--- src/rtl/clock_set_controller.sv ---
// Clock set controller: routes the seconds/minutes/hours counter controls.
// RUN chains each counter's overflow into the next counter's count input.
// SET_HOUR / SET_MIN freeze timekeeping and turn debounced button presses
// into single increment/decrement pulses for the field being edited, while
// the edited field blinks on the display.
// No valid/ready traffic here: a button press is a one-cycle registered pulse,
// consumed in the same cycle it is visible, with no back-pressure.
module clock_set_controller #(
  parameter int DEBOUNCE_CYCLES = 16,
  parameter int BLINK_CYCLES    = 8
) (
  input  logic       clk,
  input  logic       rst,
  input  logic       btn_mode,
  input  logic       btn_up,
  input  logic       btn_down,
  input  logic       sec_tick,
  input  logic       sec_over,
  input  logic       min_over,
  output logic       sec_count,
  output logic       min_count,
  output logic       hour_count,
  output logic       cnt_sign,
  output logic       sec_load,
  output logic       run,
  output logic       blank_hour,
  output logic       blank_min,
  output logic [1:0] mode_state
);

  localparam int DB_W = $clog2(DEBOUNCE_CYCLES);
  localparam int BL_W = (BLINK_CYCLES > 1) ? $clog2(BLINK_CYCLES) : 1;
  localparam logic [DB_W-1:0] DB_LAST = DB_W'(DEBOUNCE_CYCLES - 1);
  localparam logic [BL_W-1:0] BL_LAST = BL_W'(BLINK_CYCLES - 1);

  // Encoding doubles as the mode_state debug/display output.
  typedef enum logic [1:0] {
    ST_RUN      = 2'd0,
    ST_SET_HOUR = 2'd1,
    ST_SET_MIN  = 2'd2
  } state_t;

  // Button lanes: bit 0 MODE, bit 1 UP, bit 2 DOWN.
  logic [2:0]      w_raw;
  logic [2:0]      r_sync1;
  logic [2:0]      r_sync2;
  logic [2:0]      r_level;
  logic [2:0]      r_level_d;
  logic [2:0]      r_press;
  logic [DB_W-1:0] r_db_cnt [3];

  logic            w_press_mode;
  logic            w_press_up;
  logic            w_press_down;
  logic            w_edit;

  state_t          r_state;
  state_t          w_next;

  logic [BL_W-1:0] r_blink_cnt;
  logic            r_blink_phase;

  assign w_raw        = {btn_down, btn_up, btn_mode};
  assign w_press_mode = r_press[0];
  assign w_press_up   = r_press[1];
  assign w_press_down = r_press[2];
  // MODE takes priority; UP and DOWN together cancel each other.
  assign w_edit       = ~w_press_mode & (w_press_up ^ w_press_down);

  // Synchronise, debounce and edge-detect all three buttons.
  always_ff @(posedge clk or posedge rst) begin
    if (rst) begin
      r_sync1   <= '0;
      r_sync2   <= '0;
      r_level   <= '0;
      r_level_d <= '0;
      r_press   <= '0;
      for (int i = 0; i < 3; i++) begin
        r_db_cnt[i] <= '0;
      end
    end else begin
      r_sync1   <= w_raw;
      r_sync2   <= r_sync1;
      r_level_d <= r_level;
      r_press   <= r_level & ~r_level_d;
      for (int i = 0; i < 3; i++) begin
        if (r_sync2[i] == r_level[i]) begin
          // Agreement (or a bounce back) restarts the stability count.
          r_db_cnt[i] <= '0;
        end else if (r_db_cnt[i] == DB_LAST) begin
          r_db_cnt[i] <= '0;
          r_level[i]  <= r_sync2[i];
        end else begin
          r_db_cnt[i] <= r_db_cnt[i] + 1'b1;
        end
      end
    end
  end

  // Mode state register.
  always_ff @(posedge clk or posedge rst) begin
    if (rst) begin
      r_state <= ST_RUN;
    end else begin
      r_state <= w_next;
    end
  end

  // Next-state and counter-control decode; the RUN carry chain is combinational.
  always_comb begin
    w_next     = r_state;
    run        = 1'b0;
    sec_count  = 1'b0;
    min_count  = 1'b0;
    hour_count = 1'b0;
    cnt_sign   = 1'b0;
    sec_load   = 1'b0;
    case (r_state)
      ST_RUN: begin
        run        = 1'b1;
        sec_count  = sec_tick;
        min_count  = sec_over;
        hour_count = min_over;
        if (w_press_mode) begin
          w_next = ST_SET_HOUR;
        end
      end
      ST_SET_HOUR: begin
        hour_count = w_edit;
        cnt_sign   = w_edit & w_press_down;
        if (w_press_mode) begin
          w_next = ST_SET_MIN;
        end
      end
      ST_SET_MIN: begin
        min_count = w_edit;
        cnt_sign  = w_edit & w_press_down;
        if (w_press_mode) begin
          w_next   = ST_RUN;
          // Leaving SET restarts the minute from :00.
          sec_load = 1'b1;
        end
      end
      default: begin
        w_next = ST_RUN;
      end
    endcase
  end

  // Blink timer for the edited field, restarted on every mode change.
  always_ff @(posedge clk or posedge rst) begin
    if (rst) begin
      r_blink_cnt   <= '0;
      r_blink_phase <= 1'b0;
    end else if ((r_state == ST_RUN) || (w_next != r_state)) begin
      r_blink_cnt   <= '0;
      r_blink_phase <= 1'b0;
    end else if (r_blink_cnt == BL_LAST) begin
      r_blink_cnt   <= '0;
      r_blink_phase <= ~r_blink_phase;
    end else begin
      r_blink_cnt   <= r_blink_cnt + 1'b1;
    end
  end

  assign blank_hour = (r_state == ST_SET_HOUR) & r_blink_phase;
  assign blank_min  = (r_state == ST_SET_MIN) & r_blink_phase;
  assign mode_state = r_state;

endmodule

--- config.mk ---
export PLATFORM = sky130hd
export DESIGN_NAME = clock_set_controller
export DESIGN_NICKNAME = d
export VERILOG_FILES = /design/src/rtl/clock_set_controller.sv
export SDC_FILE = /design/constraint.sdc
export NUM_CORES = 1
export LEC_CHECK = 0
export CAP_MARGIN = 10
export CORE_AREA = 2 2 72 74
export CTS_BUF_LIST = sky130_fd_sc_hd__clkbuf_2
export DETAILED_ROUTE_END_ITERATION = 12
export DIE_AREA = 0 0 74 76
export PLACE_DENSITY = 0.56
export SETUP_SLACK_MARGIN = 0.02
export SYNTH_ARGS = -nofsm -noshare
export SYNTH_HDL_FRONTEND = slang
export SYNTH_SLANG_ARGS = --single-unit
--- constraint.sdc ---
create_clock -name clk -period 3.2 [get_ports clk]
set_input_delay 0.32 -clock clk [delete_from_list [all_inputs] [get_ports clk]]
set_output_delay 0.32 -clock clk [all_outputs]
set_load 0.05 [all_outputs]
# --- Word-level counts from Yosys, hierarchy flattened ---
# Index checks and enable logic that the tools add are counted.
# Widths: inputs -> output; s select.
word_totals:
  regBits: 33
  input_bits: 8
  output_inout_bits: 10
  wordCells: 67
op_classes:
  addsub: 4
  eq_ne: 10
  mux: 21
  bitwise_logic: 12
  n_reduce_logical: 7
ops:
  columns: ["operator", "count"]
  rows:
  - ["$mux 4", 6]
  - ["$add 4x1->4 const B", 3]
  - ["$eq 4x4->1 const B", 3]
  - ["$mux 1", 7]
  - ["$mux 2", 3]
  - ["$mux 3", 2]
  - ["$pmux 2 s3", 1]
  - ["$reduce_and 2->1", 3]
  - ["$not 1->1", 5]
  - ["$and 1x1->1", 4]
  - ["$pmux 1 s2", 2]
  - ["$add 3x1->3 const B", 1]
  - ["$and 3x3->3", 1]
  - ["$eq 1x1->1", 3]
  - ["$eq 3x3->1 const B", 1]
  - ["$not 3->3", 1]
  - ["$eq 2x1->1 const B", 1]
  - ["$eq 2x2->1 const B", 1]
  - ["$logic_not 2->1", 1]
  - ["$ne 2x2->1", 1]
  - ["$reduce_bool 2->1", 1]
  - ["$reduce_or 2->1", 1]
  - ["$logic_or 1x1->1", 1]
  - ["$xor 1x1->1", 1]

# --- Depth between registers and ports, before layout ---
# Gate-level depths: netlist of the first run.
depth:
  ltp_word: 5
  depth_mapped: 5
  ltp_nobuf: 5

# --- Least setup slack after synthesis of the first run ---
# Ideal clock, no wire load.
synth_timing:
  kind: "register -> output"
  from: "register r_state[1] (netlist: mode_state[1])"
  to: "output port cnt_sign"
  arrival_time_ns: 2.214
  t_required_ns: 2.880
  path_slack_ns: 0.666
  path_stages_with_launch: 5
  cell_sequence: "dfrtp_1 > inv_1 > ha_1 > nand2_1 > nor3_1"
synth_via:
  elab_chain_len: 3
synth_lines:
  columns: ["item", "line", "source"]
  rows:
  - ["start, declared", "57", "state_t r_state;"]
  - ["start signal, assigned", "105", "r_state <= w_next;"]
  - ["$eq 2x1->1 / $eq 2x2->1 (equally long branches)", "118", "case (r_state)"]
  - ["$reduce_or 2->1 (no source line) *", null, null]
  - ["$mux 1 *", null, null]
  - ["end, declared", "23", "output logic cnt_sign,"]
# Mark *: on every way between the ends. The rest lies on a longest branch, timed or not.

# --- Worst setup path in the final report of the first run ---
# Ends and elaborated chain as after synthesis.

==> results of run 1 <==
==> registers in the layout, indices dropped and copies added (netlist names) <==
register,flops
r_db_cnt,12
r_blink_cnt,3
r_level,3
r_level_d,3
r_press,3
r_sync1,3
r_sync2,3
mode_state,2
r_blink_phase,1
==> worst min-delay path, cell delays in order <==
cell,delay [ns]
clkdlybuf4s50_1,0.39
inv_1,0.05
buf_4,0.36
==> per-layer routing <==
metal	track usage (%)	share of wire [%]	vias to the layer above
met5	0	0	-
met3	3.17	5.5	6
met2	13.1	46	22
met1	11.1	45	436
li1	-	-	435
met4	5.45	3.1	0
==> layout make-up <==
cell class	count	area share, %
multi-input cells	72	32.7
clock inverters	1	0.220
clock buffers	6	1.76
well taps	70	5.14
repair buffers	18	10.4
flip-flops and latches	33	48.5
inverters	6	1.32
==> cells in the final DEF (no fill, tap or decap), drive strengths merged <==
cell type / Yosys / layout
dfrtp: 33 / 33
clkdlybuf4s50: 0 / 17
ha: 9 / 9
nor2: 9 / 9
xnor2: 8 / 8
nor2b: 7 / 7
inv: 6 / 6
a21oi: 6 / 6
clkbuf: 0 / 6
nor3: 4 / 4
and2: 4 / 4
nand3: 3 / 3
nor3b: 3 / 3
nand4b: 3 / 3
o21ai: 3 / 3
mux2: 3 / 3
o21ba: 2 / 2
a22o: 2 / 2
a311oi: 1 / 1
o21bai: 1 / 1
a2bb2oi: 1 / 1
nor4b: 1 / 1
nor4: 1 / 1
nand2: 1 / 1
clkinv: 0 / 1
buf: 0 / 1
==> where the power goes <==
part | switching (mW) | internal (mW) | total [mW]
Clock | 0.125 | 0.0510 | 0.176
Combinational | 0.0403 | 0.0330 | 0.0733
Sequential | 0.0126 | 0.431 | 0.444
Total | 0.178 | 0.515 | 0.694
==> kinds of logic (layout without fill, tap and decap cells) <==
family,count (synthesis),in the layout,share of synthesized area (%)
AOI/OAI and AO/OA,16,16,8.37
xor gates and xnor gates,8,8,4.99
adders and majority gates,9,9,8.01
buffers and inverters,6,31,1.60
DFF,33,33,58.8
muxes,3,3,2.40
and+or+nand+nor,36,36,15.9
==> worst max path at each step <==
stage / slack [ns] / end / depth (start not counted) / start
floorplan: 0.67 / cnt_sign / 4 / mode_state[1]
global placement: 1.08 / cnt_sign / 5 / mode_state[1]
detailed placement: 1.03 / cnt_sign / 5 / mode_state[1]
CTS: 0.62 / cnt_sign / 5 / mode_state[1]
global route: 0.51 / cnt_sign / 5 / mode_state[1]
finish: 0.67 / cnt_sign / 5 / mode_state[1]
==> metrics by stage <==
| step | setup slack, ns | hold WS, ns | cells |
|---|---|---|---|
| final | 0.667 | 0.323 | 206 |
| after global routing | 0.511 | 0.351 | 206 |
| after CTS | 0.616 | 0.311 | 206 |
| after detailed placement | 1.03 | 0.340 | 199 |
| after global placement | 1.08 | 0.332 | 199 |
| after floorplan | 0.666 | 0.331 | 111 |
==> impl_metrics.csv, run 1 <==
group,metric,value,unit
outcome,outcome,"completed",
final_layout,final_util,34.7,%
routing,drt_first_pass_iters,4,
routing,route.detailed.drc,0,
final_layout,drive_gt1_share,13.2,%
yosys,syn_area_per_cell,12.7,um^2
critical_path,worstPathCellList,"inv_1, ha_1, nand2_1, nor3_1, clkdlybuf4s50_1",
timing,slew_violations,0,
yosys,yosysMostFrequentCell,"dfrtp_1",
routing,via_count,899,
clock_tree,cts_resized,0,
clock_tree,numClockSinks,33,
yosys,synth_area_leaders,"dfrtp_1 59%, ha_1 8.0%, xnor2_1 5.0%, nor2b_1 2.7%, mux2_2 2.4%",
grt,grt_pass1_wl,3900,um
clock_tree,cts_max_level,2,
critical_path,cp_top_family,"buffers and inverters",
yosys,synth_area,1410,um^2
yosys,ys_top_cells_by_count,"33 x dfrtp_1, 9 x ha_1, 8 x nor2_1, 8 x xnor2_1",
yosys,synth_seq_cells,33,
routing,wl,2130,um
grt,gr-total-overflow,0,
floorplan,core,4910,um^2
timing,min_period,2.53,ns
routing,drt_iter0_drc,47,
final_layout,nets,153,
yosys,synth_ff_type,"dfrtp_1",
critical_path,worstPathRequired,2.88,ns
timing,hold_viol_final,0,
critical_path,arrival,2.21,ns
placed_design,place_congestion,0.759,
clock_tree,cts_hold_buf,0,
yosys,yosys_warnings,0,
timing,tightest_slew,0.504,ns
power,power_leakage,0.750,nW
timing,setup_tns,0,ns
yosys,syn-num-nets,128,
critical_path,worst_setup_path_end_kind,"output port",
floorplan,io-pin-count,18,
final_layout,fin_area,1700,um^2
grt,grt_pass1_vias,879,
timing,relSlewSlack,66.3,%
critical_path,crit_fanout,7,
timing,fmax,395,MHz
final_layout,multiInputGateArea,557,um^2
clock_tree,numCtsBuffers,5,
yosys,synth_top_area_share,58.8,%
clock_tree,cts_tree,"built",
floorplan,die_y,76,um
critical_path,slowest_delay,0.83,ns
critical_path,cp_num_buf_inv,2,
critical_path,critPathKind,"flop to output port",
yosys,synthDistinctLibCells,24,
clock_tree,post_cts_buffers,0,
placed_design,place_area,1670,um^2
min_path,worstHoldPathType,"input port to asynchronous set/reset pin",
yosys,synth_edf_count,0,
floorplan,die_x,74,um
timing,final-setup-viol-count,0,
clock_tree,insertion_delay,0.36,ns
yosys,synthCells,111,
critical_path,critical_path.slowest_cell,"clkdlybuf4s50_1",
power,pwr_density_cell,407,nW/um^2
job,max_cap_viol_count,0,
critical_path,worst_r2r_path_depth,4,
critical_path,rr_endpoint,"r_blink_cnt[1]",
final_layout,nFillCells,487,
critical_path,rrSetupSlack,1.75,ns
yosys,ys_seq_area_share,58.8,%
placed_design,dp_hpwl,1530,um
floorplan,die_area,5620,um^2
timing,min_period_over_period,79.1,%
critical_path,start_kind,"flop",
clock_tree,clk_pin_slew_worst_paths,0.16,ns
yosys,synth_top_area_cell,"dfrtp_1",
routing,viasPerCell,4.36,
routing,routedWlPerCell,10.3,um
grt,grt_use_total,8.96,%
timing,grt_setup_unrepaired,"no",
timing,fin_skew,0.0123,ns
placed_design,io_buffers,17,
power,fin_total_pwr,694,uW
floorplan,row_count,26,
clock_tree,clock_tree.buffer_depth,2,
yosys,async_reset_ff_share,100,%
floorplan,start_util,28.6,%
routing,ant_nets,0,
power,vdd_drop_max,0.127,mV
grt,grt_max_degree,34,
critical_path,r2r_start,"mode_state[1]",
final_layout,synthToLayoutAreaGrowth,21.3,%
clock_tree,clockRootBuffer,"clkbuf_2",
grt,antenna_found_initial,0,
final_layout,num_antenna_cells,0,
final_layout,seq_area,826,um^2
(Power assumes the default switching activity.)
==> run 2, diff against run 1 <==
- PLACE_DENSITY: 0.56 -> 0.58
- clock period: 3.2 -> 2.2 ns (I/O delays scaled with it)
==> run 2 against run 1 <==
Global-route usage grew 0.68 points. Setup slack lost 0.48 ns. Die area is the same.
==> impl_metrics.csv, run 2 (synthesis gave the netlist of run 1 again) <==
group,metric,value,unit
outcome,outcome,"completed",
routing,drt_iter0_drc,20,
job,max_cap_viol_count,0,
final_layout,final_cell_mix,"33 x dfrtp_1, 9 x ha_1, 9 x clkdlybuf4s50_1",
critical_path,arrival,1.79,ns
critical_path,crit_fanout,7,
placed_design,place_area,1660,um^2
routing,drt_first_pass_iters,4,
timing,min_period_over_period,91.4,%
placed_design,place_congestion,0.839,
clock_tree,post_cts_buffers,0,
timing,tightest_slew,0.496,ns
final_layout,num_antenna_cells,0,
clock_tree,clockRootBuffer,"clkbuf_2",
timing,fin_skew,0.0184,ns
critical_path,critPathKind,"flop to output port",
grt,grt_max_degree,34,
timing,grt_setup_unrepaired,"no",
timing,final-setup-viol-count,0,
power,pwr_density_cell,664,nW/um^2
grt,grt_pass1_wl,4020,um
clock_tree,cts_tree,"built",
routing,viasPerCell,4.36,
timing,whs,0.203,ns
routing,ant_nets,0,
routing,wl,2320,um
clock_tree,cts_max_level,2,
floorplan,core,4910,um^2
floorplan,start_util,28.6,%
floorplan,die_area,5620,um^2
final_layout,largest_register,"r_db_cnt",
grt,antenna_found_initial,0,
critical_path,rr_endpoint,"r_blink_cnt[0]",
grt,grt_use_total,9.63,%
grt,gr-total-overflow,0,
final_layout,final_util,35.1,%
critical_path,worst_r2r_path_depth,4,
final_layout,synthToLayoutAreaGrowth,22.6,%
min_path,worstHoldPathType,"input port to asynchronous set/reset pin",
timing,slew_violations,0,
final_layout,drive_gt1_share,19.7,%
critical_path,worst_setup_path_end_kind,"output port",
power,power_leakage,0.774,nW
critical_path,worstPathRequired,1.98,ns
floorplan,die_y,76,um
timing,min_period,2.01,ns
routing,route.detailed.drc,0,
clock_tree,clock_tree.buffer_depth,2,
placed_design,io_buffers,17,
floorplan,io-pin-count,18,
floorplan,row_count,26,
critical_path,r2r_start,"mode_state[1]",
final_layout,layout_commonest_cell,"dfrtp_1",
critical_path,start_kind,"flop",
timing,setup_tns,0,ns
placed_design,dp_hpwl,1700,um
timing,relSlewSlack,66.8,%
critical_path,rrSetupSlack,0.73,ns
critical_path,startpoint,"mode_state[1]",
floorplan,die_x,74,um
clock_tree,insertion_delay,0.37,ns
final_layout,largest_reg_flops,12,
clock_tree,numClockSinks,33,
routing,via_count,903,
clock_tree,numCtsBuffers,5,
final_layout,fin_area,1720,um^2
final_layout,nets,153,
clock_tree,clk_pin_slew_worst_paths,0.17,ns
grt,grt_pass1_vias,949,
clock_tree,cts_hold_buf,0,
timing,fmax,497,MHz
routing,routedWlPerCell,11.2,um
timing,hold_viol_final,0,
power,vdd_drop_max,0.291,mV
-- run 2: cell types whose count changed in the layout (fill, tap and decap cells not counted) --
| cell | delta |
|---|---|
| clkdlybuf4s50_1 | -8 |
| buf_4 | +7 |
| bufinv_16 | +1 |
| clkbuf_2 | -1 |
| clkinvlp_4 | +1 |
| dlygate4sd2_1 | +1 |
| nor3_1 | -1 |
| nor3_2 | +1 |
-- run 2: metrics by stage --
stage / setup slack [ns] / total power [mW] / std cells
finish: 0.190 / 1.14 / 207
global placement: 0.360 / 0.760 / 199
floorplan: 0.125 / 0.726 / 111
global route: 0.0378 / 1.21 / 207
detailed placement: 0.296 / 0.765 / 199
CTS: 0.149 / 1.16 / 207
-- run 2: worst max-delay path by stage --
stage | to | slack, ns | cells after the start
floorplan | hour_count | 0.12 | 3
global placement | run | 0.36 | 3
detailed placement | run | 0.30 | 3
CTS | run | 0.15 | 3
global route | run | 0.04 | 3
finish | run | 0.19 | 3
-- run 2: layer usage --
layer,GRT usage [%],vias to the layer above,share of wire (%)
met5,0,-,0
met1,9.83,442,42
met4,4.91,0,0.82
li1,-,433,-
met3,4.50,3,6.7
met2,16.1,25,50
-- run 2: area by class of cell --
type | instances | area [um^2]
Sequential cell | 33 | 826
Fill cell | 489 | 3190
Tap cell | 70 | 87.6
Inverter | 6 | 22.5
Timing Repair Buffer | 18 | 159
Multi-Input combinational cell | 72 | 562
Clock buffer | 5 | 25.0
Clock inverter | 3 | 41.3
-- run 2: worst max-delay path, cell delays in order (launching register included) --
cell and delay [ns]:
dfrtp_1 0.49, inv_1 0.12, ha_1 0.27, dlygate4sd2_1 0.56
-- run 2: power by group --
| group | switching [mW] | internal [mW] |
|---|---|---|
| clock network | 0.204 | 0.188 |
| logic | 0.0593 | 0.0459 |
| registers | 0.0187 | 0.627 |
-- run 2: what timing repair did --
action,CTS,global route
gates resized for setup,1,0
hold endpoints to repair,0,0
setup endpoints to repair,1,0
